**src/rtl/vga_camera_pkg.sv**
```systemverilog
// Shared state type, width helpers and luma quantiser for the camera capture path.
package vga_camera_pkg;

    typedef enum logic [1:0] {
        IDLE    = 2'd0,
        ARMED   = 2'd1,
        CAPTURE = 2'd2
    } cap_state_e;

    // Widest coordinate the frame buffer addressing supports.
    localparam int MAX_COORD_W = 16;

    // Width needed to index n positions, never less than one bit.
    function automatic int coord_w(input int n);
        return (n <= 2) ? 1 : $clog2(n);
    endfunction

    // Keeps the top out_w bits of a data_w-bit sample, optionally inverted.
    function automatic logic [31:0] quantise(input logic [31:0] data,
                                             input int          data_w,
                                             input int          out_w,
                                             input logic        invert);
        logic [31:0] mask;
        logic [31:0] q;
        mask = (32'd1 << out_w) - 32'd1;
        q    = (data >> (data_w - out_w)) & mask;
        return invert ? (q ^ mask) : q;
    endfunction

endpackage

```
**src/rtl/vga_camera_edge.sv**
```systemverilog
// Registered rise/fall detector: compares a level against its value one clock earlier.
module vga_camera_edge (
    input  logic clk,
    input  logic rst_n,
    input  logic sig,
    output logic rise,
    output logic fall
);

    logic sig_q;

    always_ff @(posedge clk or negedge rst_n) begin
        if (!rst_n) begin
            sig_q <= 1'b0;
        end else begin
            sig_q <= sig;
        end
    end

    assign rise = sig & ~sig_q;
    assign fall = ~sig & sig_q;

endmodule

```
**src/rtl/vga_camera_capture.sv**
```systemverilog
// Captures the luma of a YUV422 camera stream, decimates it horizontally and
// emits quantised pixels with coordinates, frame pulses and sticky geometry errors.
module vga_camera_capture
    import vga_camera_pkg::*;
#(
    parameter int DATA_W        = 8,
    parameter int OUT_W         = 2,
    parameter int BYTES_PER_PIX = 2,
    parameter int Y_BYTE        = 1,
    parameter int DECIM         = 4,
    parameter int H_ACTIVE      = 640,
    parameter int V_ACTIVE      = 480,
    parameter bit INVERT        = 1'b1
) (
    input  logic                               pclk,
    input  logic                               reset_n,
    input  logic [DATA_W-1:0]                  data_in,
    input  logic                               h_ref,
    input  logic                               v_sync,
    input  logic                               capture_en,
    input  logic                               single_shot,
    input  logic                               err_clr,
    output logic [OUT_W-1:0]                   pix_data,
    output logic                               pix_valid,
    output logic [coord_w(H_ACTIVE/DECIM)-1:0] pix_x,
    output logic [coord_w(V_ACTIVE)-1:0]       pix_y,
    output logic                               frame_start,
    output logic                               frame_done,
    output logic                               busy,
    output logic                               line_err,
    output logic                               frame_err
);

    localparam int X_W      = coord_w(H_ACTIVE / DECIM);
    localparam int Y_W      = coord_w(V_ACTIVE);
    localparam int COL_W    = $clog2(H_ACTIVE + 2);
    localparam int ROW_W    = $clog2(V_ACTIVE + 2);
    localparam int PH_W     = coord_w(BYTES_PER_PIX);
    localparam int DECIM_SH = $clog2(DECIM);

    localparam logic [COL_W-1:0] H_LIM      = COL_W'(H_ACTIVE);
    localparam logic [COL_W-1:0] COL_MAX    = COL_W'(H_ACTIVE + 1);
    localparam logic [COL_W-1:0] DECIM_MASK = COL_W'(DECIM - 1);
    localparam logic [ROW_W-1:0] V_LIM      = ROW_W'(V_ACTIVE);
    localparam logic [ROW_W-1:0] ROW_MAX    = ROW_W'(V_ACTIVE + 1);
    localparam logic [PH_W-1:0]  PH_LAST    = PH_W'(BYTES_PER_PIX - 1);
    localparam logic [PH_W-1:0]  PH_LUMA    = PH_W'(Y_BYTE);

    if (X_W > MAX_COORD_W || Y_W > MAX_COORD_W) begin : g_width_check
        $error("vga_camera_capture: coordinate width exceeds MAX_COORD_W");
    end

    logic hr_rise_unused;
    logic hr_fall;
    logic vs_rise;
    logic vs_fall;

    vga_camera_edge u_href_edge (
        .clk   (pclk),
        .rst_n (reset_n),
        .sig   (h_ref),
        .rise  (hr_rise_unused),
        .fall  (hr_fall)
    );

    vga_camera_edge u_vsync_edge (
        .clk   (pclk),
        .rst_n (reset_n),
        .sig   (v_sync),
        .rise  (vs_rise),
        .fall  (vs_fall)
    );

    cap_state_e        state_q,       state_d;
    logic [PH_W-1:0]   phase_q,       phase_d;
    logic [COL_W-1:0]  col_q,         col_d;
    logic [ROW_W-1:0]  row_q,         row_d;
    logic [OUT_W-1:0]  pix_data_q,    pix_data_d;
    logic              pix_valid_q,   pix_valid_d;
    logic [X_W-1:0]    pix_x_q,       pix_x_d;
    logic [Y_W-1:0]    pix_y_q,       pix_y_d;
    logic              frame_start_q, frame_start_d;
    logic              frame_done_q,  frame_done_d;
    logic              line_err_q,    line_err_d;
    logic              frame_err_q,   frame_err_d;
    logic              emit;

    always_comb begin
        state_d       = state_q;
        phase_d       = '0;
        col_d         = col_q;
        row_d         = row_q;
        pix_data_d    = pix_data_q;
        pix_valid_d   = 1'b0;
        pix_x_d       = pix_x_q;
        pix_y_d       = pix_y_q;
        frame_start_d = 1'b0;
        frame_done_d  = 1'b0;
        line_err_d    = line_err_q & ~err_clr;
        frame_err_d   = frame_err_q & ~err_clr;
        emit          = 1'b0;

        case (state_q)
            IDLE: begin
                if (capture_en) state_d = ARMED;
            end
            ARMED: begin
                if (!capture_en) begin
                    state_d = IDLE;
                end else if (vs_fall) begin
                    state_d       = CAPTURE;
                    frame_start_d = 1'b1;
                end
            end
            CAPTURE: begin
                if (h_ref) begin
                    phase_d = (phase_q == PH_LAST) ? '0 : phase_q + 1'b1;
                    emit    = (phase_q == PH_LUMA) && ((col_q & DECIM_MASK) == '0) &&
                              (col_q < H_LIM) && (row_q < V_LIM);
                    if (phase_q == PH_LAST && col_q != COL_MAX) col_d = col_q + 1'b1;
                end
                // Line end is resolved before the frame end so a coincident
                // v_sync rise sees the row count including the closing line.
                if (hr_fall) begin
                    if (col_q != H_LIM) line_err_d = 1'b1;
                    col_d = '0;
                    if (row_q != ROW_MAX) row_d = row_q + 1'b1;
                end
                if (vs_rise) begin
                    frame_done_d = 1'b1;
                    if (row_d != V_LIM) frame_err_d = 1'b1;
                    state_d = (single_shot || !capture_en) ? IDLE : ARMED;
                end
            end
            default: state_d = IDLE;
        endcase

        if (state_d != CAPTURE) begin
            phase_d = '0;
            col_d   = '0;
            row_d   = '0;
        end

        if (emit) begin
            pix_valid_d = 1'b1;
            pix_x_d     = X_W'(col_q >> DECIM_SH);
            pix_y_d     = Y_W'(row_q);
            pix_data_d  = OUT_W'(quantise(32'(data_in), DATA_W, OUT_W, INVERT));
        end
    end

    always_ff @(posedge pclk or negedge reset_n) begin
        if (!reset_n) begin
            state_q       <= IDLE;
            phase_q       <= '0;
            col_q         <= '0;
            row_q         <= '0;
            pix_data_q    <= '0;
            pix_valid_q   <= 1'b0;
            pix_x_q       <= '0;
            pix_y_q       <= '0;
            frame_start_q <= 1'b0;
            frame_done_q  <= 1'b0;
            line_err_q    <= 1'b0;
            frame_err_q   <= 1'b0;
        end else begin
            state_q       <= state_d;
            phase_q       <= phase_d;
            col_q         <= col_d;
            row_q         <= row_d;
            pix_data_q    <= pix_data_d;
            pix_valid_q   <= pix_valid_d;
            pix_x_q       <= pix_x_d;
            pix_y_q       <= pix_y_d;
            frame_start_q <= frame_start_d;
            frame_done_q  <= frame_done_d;
            line_err_q    <= line_err_d;
            frame_err_q   <= frame_err_d;
        end
    end

    assign pix_data    = pix_data_q;
    assign pix_valid   = pix_valid_q;
    assign pix_x       = pix_x_q;
    assign pix_y       = pix_y_q;
    assign frame_start = frame_start_q;
    assign frame_done  = frame_done_q;
    assign line_err    = line_err_q;
    assign frame_err   = frame_err_q;
    assign busy        = (state_q != IDLE);

endmodule

```
**config.mk**
```make
export PLATFORM = sky130hd
export DESIGN_NAME = vga_camera_capture
export DESIGN_NICKNAME = d
export VERILOG_FILES = /design/src/rtl/vga_camera_pkg.sv /design/src/rtl/vga_camera_edge.sv /design/src/rtl/vga_camera_capture.sv
export SDC_FILE = /design/constraint.sdc
export NUM_CORES = 1
export LEC_CHECK = 0
export BUFFER_PORTS_ARGS = -buffer_cell sky130_fd_sc_hd__buf_2
export CORE_ASPECT_RATIO = 0.75
export CORE_MARGIN = 8
export CORE_UTILIZATION = 55
export CTS_CLUSTER_DIAMETER = 100
export CTS_CLUSTER_SIZE = 8
export DETAILED_ROUTE_END_ITERATION = 8
export GPL_TIMING_DRIVEN = 0
export PLACE_DENSITY = 0.78
export SYNTH_ARGS = -nofsm -noshare
export SYNTH_HDL_FRONTEND = slang
export SYNTH_SLANG_ARGS = --single-unit
```
**constraint.sdc**
```tcl
create_clock -name pclk -period 2.2 [get_ports pclk]
set_clock_uncertainty 0.15 [all_clocks]
set_input_delay 0.33 -clock pclk [delete_from_list [all_inputs] [get_ports pclk]]
set_output_delay 0.33 -clock pclk [all_outputs]
set_load 0.05 [all_outputs]
```
==> metrics.txt, run 1 <==
setup ws final=around 0.083 ns; Sink Count=between 40 and 50; Reg area=between 0.001 and 0.0015 mm2; Layout area overhead=16.4%; Final nets=between 200 and 300; Mean Syn Cell Area=just over 10 um2; number of global-route vias before repair=about 1600; CP Launch Type=flip-flop; I/O Buffers=33; Worst slew margin=roughly a third; router iterations before antenna repair=4; first-pass GRT wire length=between 8000 and 9000 um; Initial DRC Count=173; largest net degree at the start of global routing=roughly 50; share of layout cells above drive strength 1=between 20% and 30%; Min-Delay Path Class=in2reg; clk buf depth=2; antenna-violating nets left=0; final period utilization=about 96%; gr ovfl total=0; register area share after synthesis=about half; placed instance area=~0.0026 mm2; hold buffer count at cts=0; GRT Util Overall=15.5%; multi-input combinational cell area=about 0.0011 mm2; die area=approximately 0.0066 mm2; Post-Synthesis Net Count=roughly 250; fillers=330; fin area=between 0.002 and 0.003 mm2; Pwr per Cell Area=~560 mW/mm2; die width=91.2 um; DRC=0; Top Ports=40; Crit Path Class=reg2reg; clock edge transition at the registers on the reported setup and hold paths=around 0.090 ns; Synth Instances=approximately 230; min cycle time layout=around 2.1 ns; Final Power=1.51 mW; max-slew violation count=0; pre-CTS setup slack=-0.179 ns; FMAX=about 0.47 GHz; worst vdd ir=between 0.0002 and 0.0003 V; Post-Synthesis Cell Area=approximately 0.0023 mm2; starting density of the core=a little under three fifths; Via density=roughly 5.6; Critical Path RT=2.23 ns; TritonCTS buffer count=5; worst skew pair latency=about 0.30 ns; H-tree levels=2; Core ar.=around 0.0041 mm2; Seq cells post-synth=48; Antenna Cells=0; Yosys warning total=0; antenna violations before repair=0; Die H=around 72 um; Leak Pwr=~1.3 nW; Final HPWL DP=approximately 3500 um; cell row count=20; status=complete, no violations; wire per inst=roughly 16 um; crit-path max FO=7; vias=about 1800; most frequent cells in the layout=dfrtp_1, buf_2, nand2_1; crit path DAT=around 2.1 ns; CTS tree=yes; Setup Viol. Count Final=0; Yosys cell types=41; Final GP Congestion=slightly below 0.9; Worst Max-Slew Pin Slew=about 1.0 ns; final number of hold-violating endpoints=0; Crit. End Element=flip-flop; DRT Wirelength=around 5100 um; flop2flop setup slack=between 0.08 and 0.09 ns; MaxCap Viol Count=0; Root Buffer=clkbuf_8; leading cell type in the layout, fill and taps excluded=dfrtp_1
-- registers in the layout (all words and copies together) (netlist names) --
name / flops
frame_err: 1
row_q: 9
state_q: 2
u_href_edge.sig_q: 1
pix_y: 9
pix_data: 2
pix_valid: 1
phase_q: 1
pix_x: 8
u_vsync_edge.sig_q: 1
frame_done: 1
frame_start: 1
line_err: 1
col_q: 10
-- metal layers --
metal | share of wire (%) | wire, um | track usage [%] | up-vias
met5 | 0 | 0 | 0 | -
met4 | 1.3 | 67 | 7.23 | 0
met3 | 7.2 | 362 | 4.64 | 5
met2 | 42 | 2110 | 19.8 | 58
met1 | 50 | 2510 | 22.9 | 880
li1 | - | - | - | 881
-- stage by stage --
step	utilization (%)	TNS [ns]	cells	hold WS [ns]
after global placement	63.3	-0.0736	315	0.275
after floorplan	-	0	227	-0.116
after detailed placement	63.3	-0.179	315	0.282
after global routing	67.0	-0.0201	325	0.0239
after CTS	66.0	0	324	0.0237
final	67.0	0	325	0.0280
-- synth_stat cells (all sizes together) --
library cell,n,share of area (%)
a21oi,3,0.64
xnor2,5,1.9
xor2,5,1.9
nor3b,2,0.64
o31ai,3,0.97
a22o,1,0.38
nand4b,4,1.5
nand2,21,3.4
nand3b,1,0.32
dfrtp,48,51
mux2,15,7.2
clkbuf,4,0.64
nor2,17,2.7
nor2b,3,0.80
or2,3,0.80
a311oi,1,0.38
nor4,2,0.54
buf,7,1.5
a32oi,1,0.38
or4,2,0.80
ha,5,2.7
nand4,2,0.80
o21a,2,0.64
o311ai,1,0.38
and3,5,1.3
o21ai,20,4.3
or3,1,0.27
a2bb2oi,1,0.64
nand2b,6,1.6
nand3,10,2.1
and2,1,0.27
a31oi,3,0.80
nor4b,2,0.75
o22ai,2,0.54
inv,8,1.3
a211o,1,0.38
nor3,8,1.9
o2111ai,1,0.38
-- where the power goes --
| group | internal (mW) | leakage, nW | switching (mW) | total [mW] |
|---|---|---|---|---|
| sequential | 0.887 | 0.662 | 0.00421 | 0.892 |
| combinational | 0.0296 | 0.576 | 0.0621 | 0.0917 |
| clock | 0.251 | 0.0510 | 0.279 | 0.529 |
-- critical path, cell delays in order (launching register included) --
cell and delay (ns):
dfrtp_1 0.33, buf_2 0.19, nand4_2 0.16, or4_4 0.53
a211o_1 0.28, a32oi_1 0.22, a31oi_1 0.13
-- repair_timing --
item,CTS,global route
endpoints found under the setup margin,3,7
buffers inserted,1,1
pin swaps,1,1
endpoints found under the hold margin,0,0
resized for setup,1,4
-- worst paths after layout --
kind | from | to | depth (start not counted)
max | row_q[6] | frame_err | 6
min | v_sync | u_vsync_edge.sig_q | 1
max reg2reg | row_q[6] | frame_err | 6
min reg2reg | phase_q | phase_q | 1
max in group asynchronous | reset_n | row_q[0] | 1
min in group asynchronous | reset_n | pix_x[2] | 1
-- cell families after synthesis --
| logic type | Yosys count | share of synthesized area [%] |
|---|---|---|
| flops | 48 | 51.5 |
| mux | 15 | 7.24 |
| xor+xnor | 10 | 3.75 |
| fa+ha+maj | 5 | 2.68 |
| compound gates | 40 | 10.8 |
| simple gates | 90 | 20.6 |
| buf+inv | 19 | 3.43 |
-- cell type report --
type                    count  area share [%]
well taps                  55            2.53
flip-flops and latches     48            44.3
clock inverters             2           0.369
inverters                   8            1.11
repair buffers             35            7.10
multi-input cells         160            39.7
clock buffers               6            3.04
plain buffers              11            1.84
(Power assumes the default switching activity.)
==> run 2, diff against run 1 <==
--- a/config.mk
+++ b/config.mk
@@ -8,12 +8,13 @@
 export BUFFER_PORTS_ARGS = -buffer_cell sky130_fd_sc_hd__buf_2
 export CORE_ASPECT_RATIO = 0.75
 export CORE_MARGIN = 8
-export CORE_UTILIZATION = 55
+export CORE_UTILIZATION = 56
 export CTS_CLUSTER_DIAMETER = 100
 export CTS_CLUSTER_SIZE = 8
 export DETAILED_ROUTE_END_ITERATION = 8
 export GPL_TIMING_DRIVEN = 0
-export PLACE_DENSITY = 0.78
+export PLACE_DENSITY = 0.79
 export SYNTH_ARGS = -nofsm -noshare
 export SYNTH_HDL_FRONTEND = slang
+export SYNTH_HIERARCHICAL = 1
 export SYNTH_SLANG_ARGS = --single-unit
==> run 2 against run 1 <==
Net effect: setup slack better by 0.024 ns; combinational power is 6.9% lower; clock power is 2% higher; routed wire length is 6.7% higher; worst hold slack worse by 0.0022 ns; via count is 4.7% higher; critical path depth is 1 lower; core utilization is 0.85 points higher; cell count is 0.31% lower; fmax is 1.1% higher; non-clock buffer count is 3 lower; highest routed layer unchanged.
==> metrics.txt, run 2 <==
Biggest register=col_q; antenna-violating nets left=0; vias=around 1900; final core utilization=between 60% and 70%; worst skew pair latency=around 0.31 ns; multi-input combinational cell area=~0.0011 mm2; Crit. End Element=flip-flop; crit path DAT=~2.1 ns; setup ws final=approximately 0.11 ns; GRT Util Overall=between 10% and 20%; setup bufs post-CTS=0; Setup Viol. Count Final=0; min cycle time layout=~2.1 ns; Core ar.=approximately 0.004 mm2; Layout area overhead=15.5%; Synth Instances=~230; DRT Wirelength=about 5400 um; die width=slightly above 90 um; Reg area=between 0.001 and 0.0015 mm2; router iterations before antenna repair=4; most frequent cells in the layout=dfrtp_1, buf_2, nand2_1; Crit Path Class=reg2reg; Top Ports=40; Post-Synthesis Net Count=approximately 250; leading cell type in the layout, fill and taps excluded=dfrtp_1; wire per inst=~17 um; MaxCap Viol Count=0; TritonCTS buffer count=5; first-pass GRT wire length=8940 um; die area=between 0.006 and 0.007 mm2; I/O Buffers=33; status=complete, no violations; cell row count=20; CP Launch Type=flip-flop; Critical Path RT=approximately 2.2 ns; gr ovfl total=0; Pwr per Cell Area=roughly 550 mW/mm2; placed instance area=0.00263 mm2; final number of hold-violating endpoints=0; largest net degree at the start of global routing=between 40 and 50; clk buf depth=2; Worst Max-Slew Pin Slew=1.05 ns; Final GP Congestion=roughly 0.90; H-tree levels=2; Antenna Cells=0; CTS tree=yes; number of global-route vias before repair=1836; Mean Syn Cell Area=approximately 11 um2; starting density of the core=approximately three fifths; Final nets=288; DRC=0; Initial DRC Count=211; Hold Worst Slack=about 0.026 ns; Yosys warning total=6; max-slew violation count=0; Via density=between 5 and 6; Die H=between 70 and 80 um; Root Buffer=clkbuf_8; final period utilization=a little over nine tenths; fin area=around 0.0028 mm2; Final HPWL DP=approximately 3700 um; Leak Pwr=between 1 and 1.5 nW; clock edge transition at the registers on the reported setup and hold paths=around 0.080 ns; fillers=313; Post-Synthesis Cell Area=between 0.002 and 0.0025 mm2; share of layout cells above drive strength 1=29.4%; Min-Delay Path Class=in2reg; worst vdd ir=about 0.00041 V; crit-path max FO=7; Sink Count=48; Worst slew margin=between 20 and 30%; pre-CTS setup slack=-0.131 ns; FMAX=~0.48 GHz; antenna violations before repair=0; max reg flops=10
run 2: worst max-delay path, cell delays in order, from the launching register on:
cell,delay (ns)
dfrtp_2,0.43
ha_1,0.24
nand4_1,0.17
or4_4,0.47
a2111oi_4,0.38
a31oi_1,0.13
run 2: report_power, final:
part           switching, mW  leakage [nW]  internal (mW)
registers            0.00678         0.662          0.889
clock network          0.291        0.0510          0.251
logic                 0.0607         0.611         0.0247
total                  0.359          1.32           1.16
run 2: per-stage QoR:
step	cells	setup TNS, ns	total power [mW]
floorplan	227	0	0.957
global placement	315	-0.145	0.995
detailed placement	315	-0.131	0.996
CTS	323	0	1.53
global route	324	-0.000128	1.58
finish	324	0	1.52
run 2: path summary, 6_finish.rpt:
| check | end | depth (start not counted) | slack, ns | from |
|---|---|---|---|---|
| worst min register to register | phase_q | 1 | 0.31 | phase_q |
| max in group asynchronous | row_q[0] | 1 | 1.13 | reset_n |
| worst max-delay path | frame_err | 5 | 0.11 | row_q[0] |
| worst max register to register | frame_err | 5 | 0.11 | row_q[0] |
| min in group asynchronous | pix_valid | 1 | 0.06 | reset_n |
| worst min-delay path | u_href_edge/sig_q | 1 | 0.03 | h_ref |
run 2: layer usage:
metal / vias up / part of all wire [%] / global-route usage, %
li1: 912 / - / -
met1: 917 / 47 / 23.2
met2: 77 / 43 / 23.8
met3: 4 / 8.9 / 6.06
met4: 0 / 0.91 / 5.24
met5: - / 0 / 0
run 2: area by class of cell:
type,instances,share of cell area (%)
Buffer,9,1.76
Sequential cell,48,43.5
Tap cell,55,2.49
Timing Repair Buffer,34,6.33
Inverter,10,1.36
Clock buffer,6,2.99
Clock inverter,2,0.362
Multi-Input combinational cell,160,41.2
run 2: timing repair:
action                                  in CTS  in global routing
hold endpoints to repair                     0                  1
gates cloned                                 0                  0
gates resized for setup                      1                  6
endpoints found under the setup margin       1                  8
hold buffers                                 0                  1
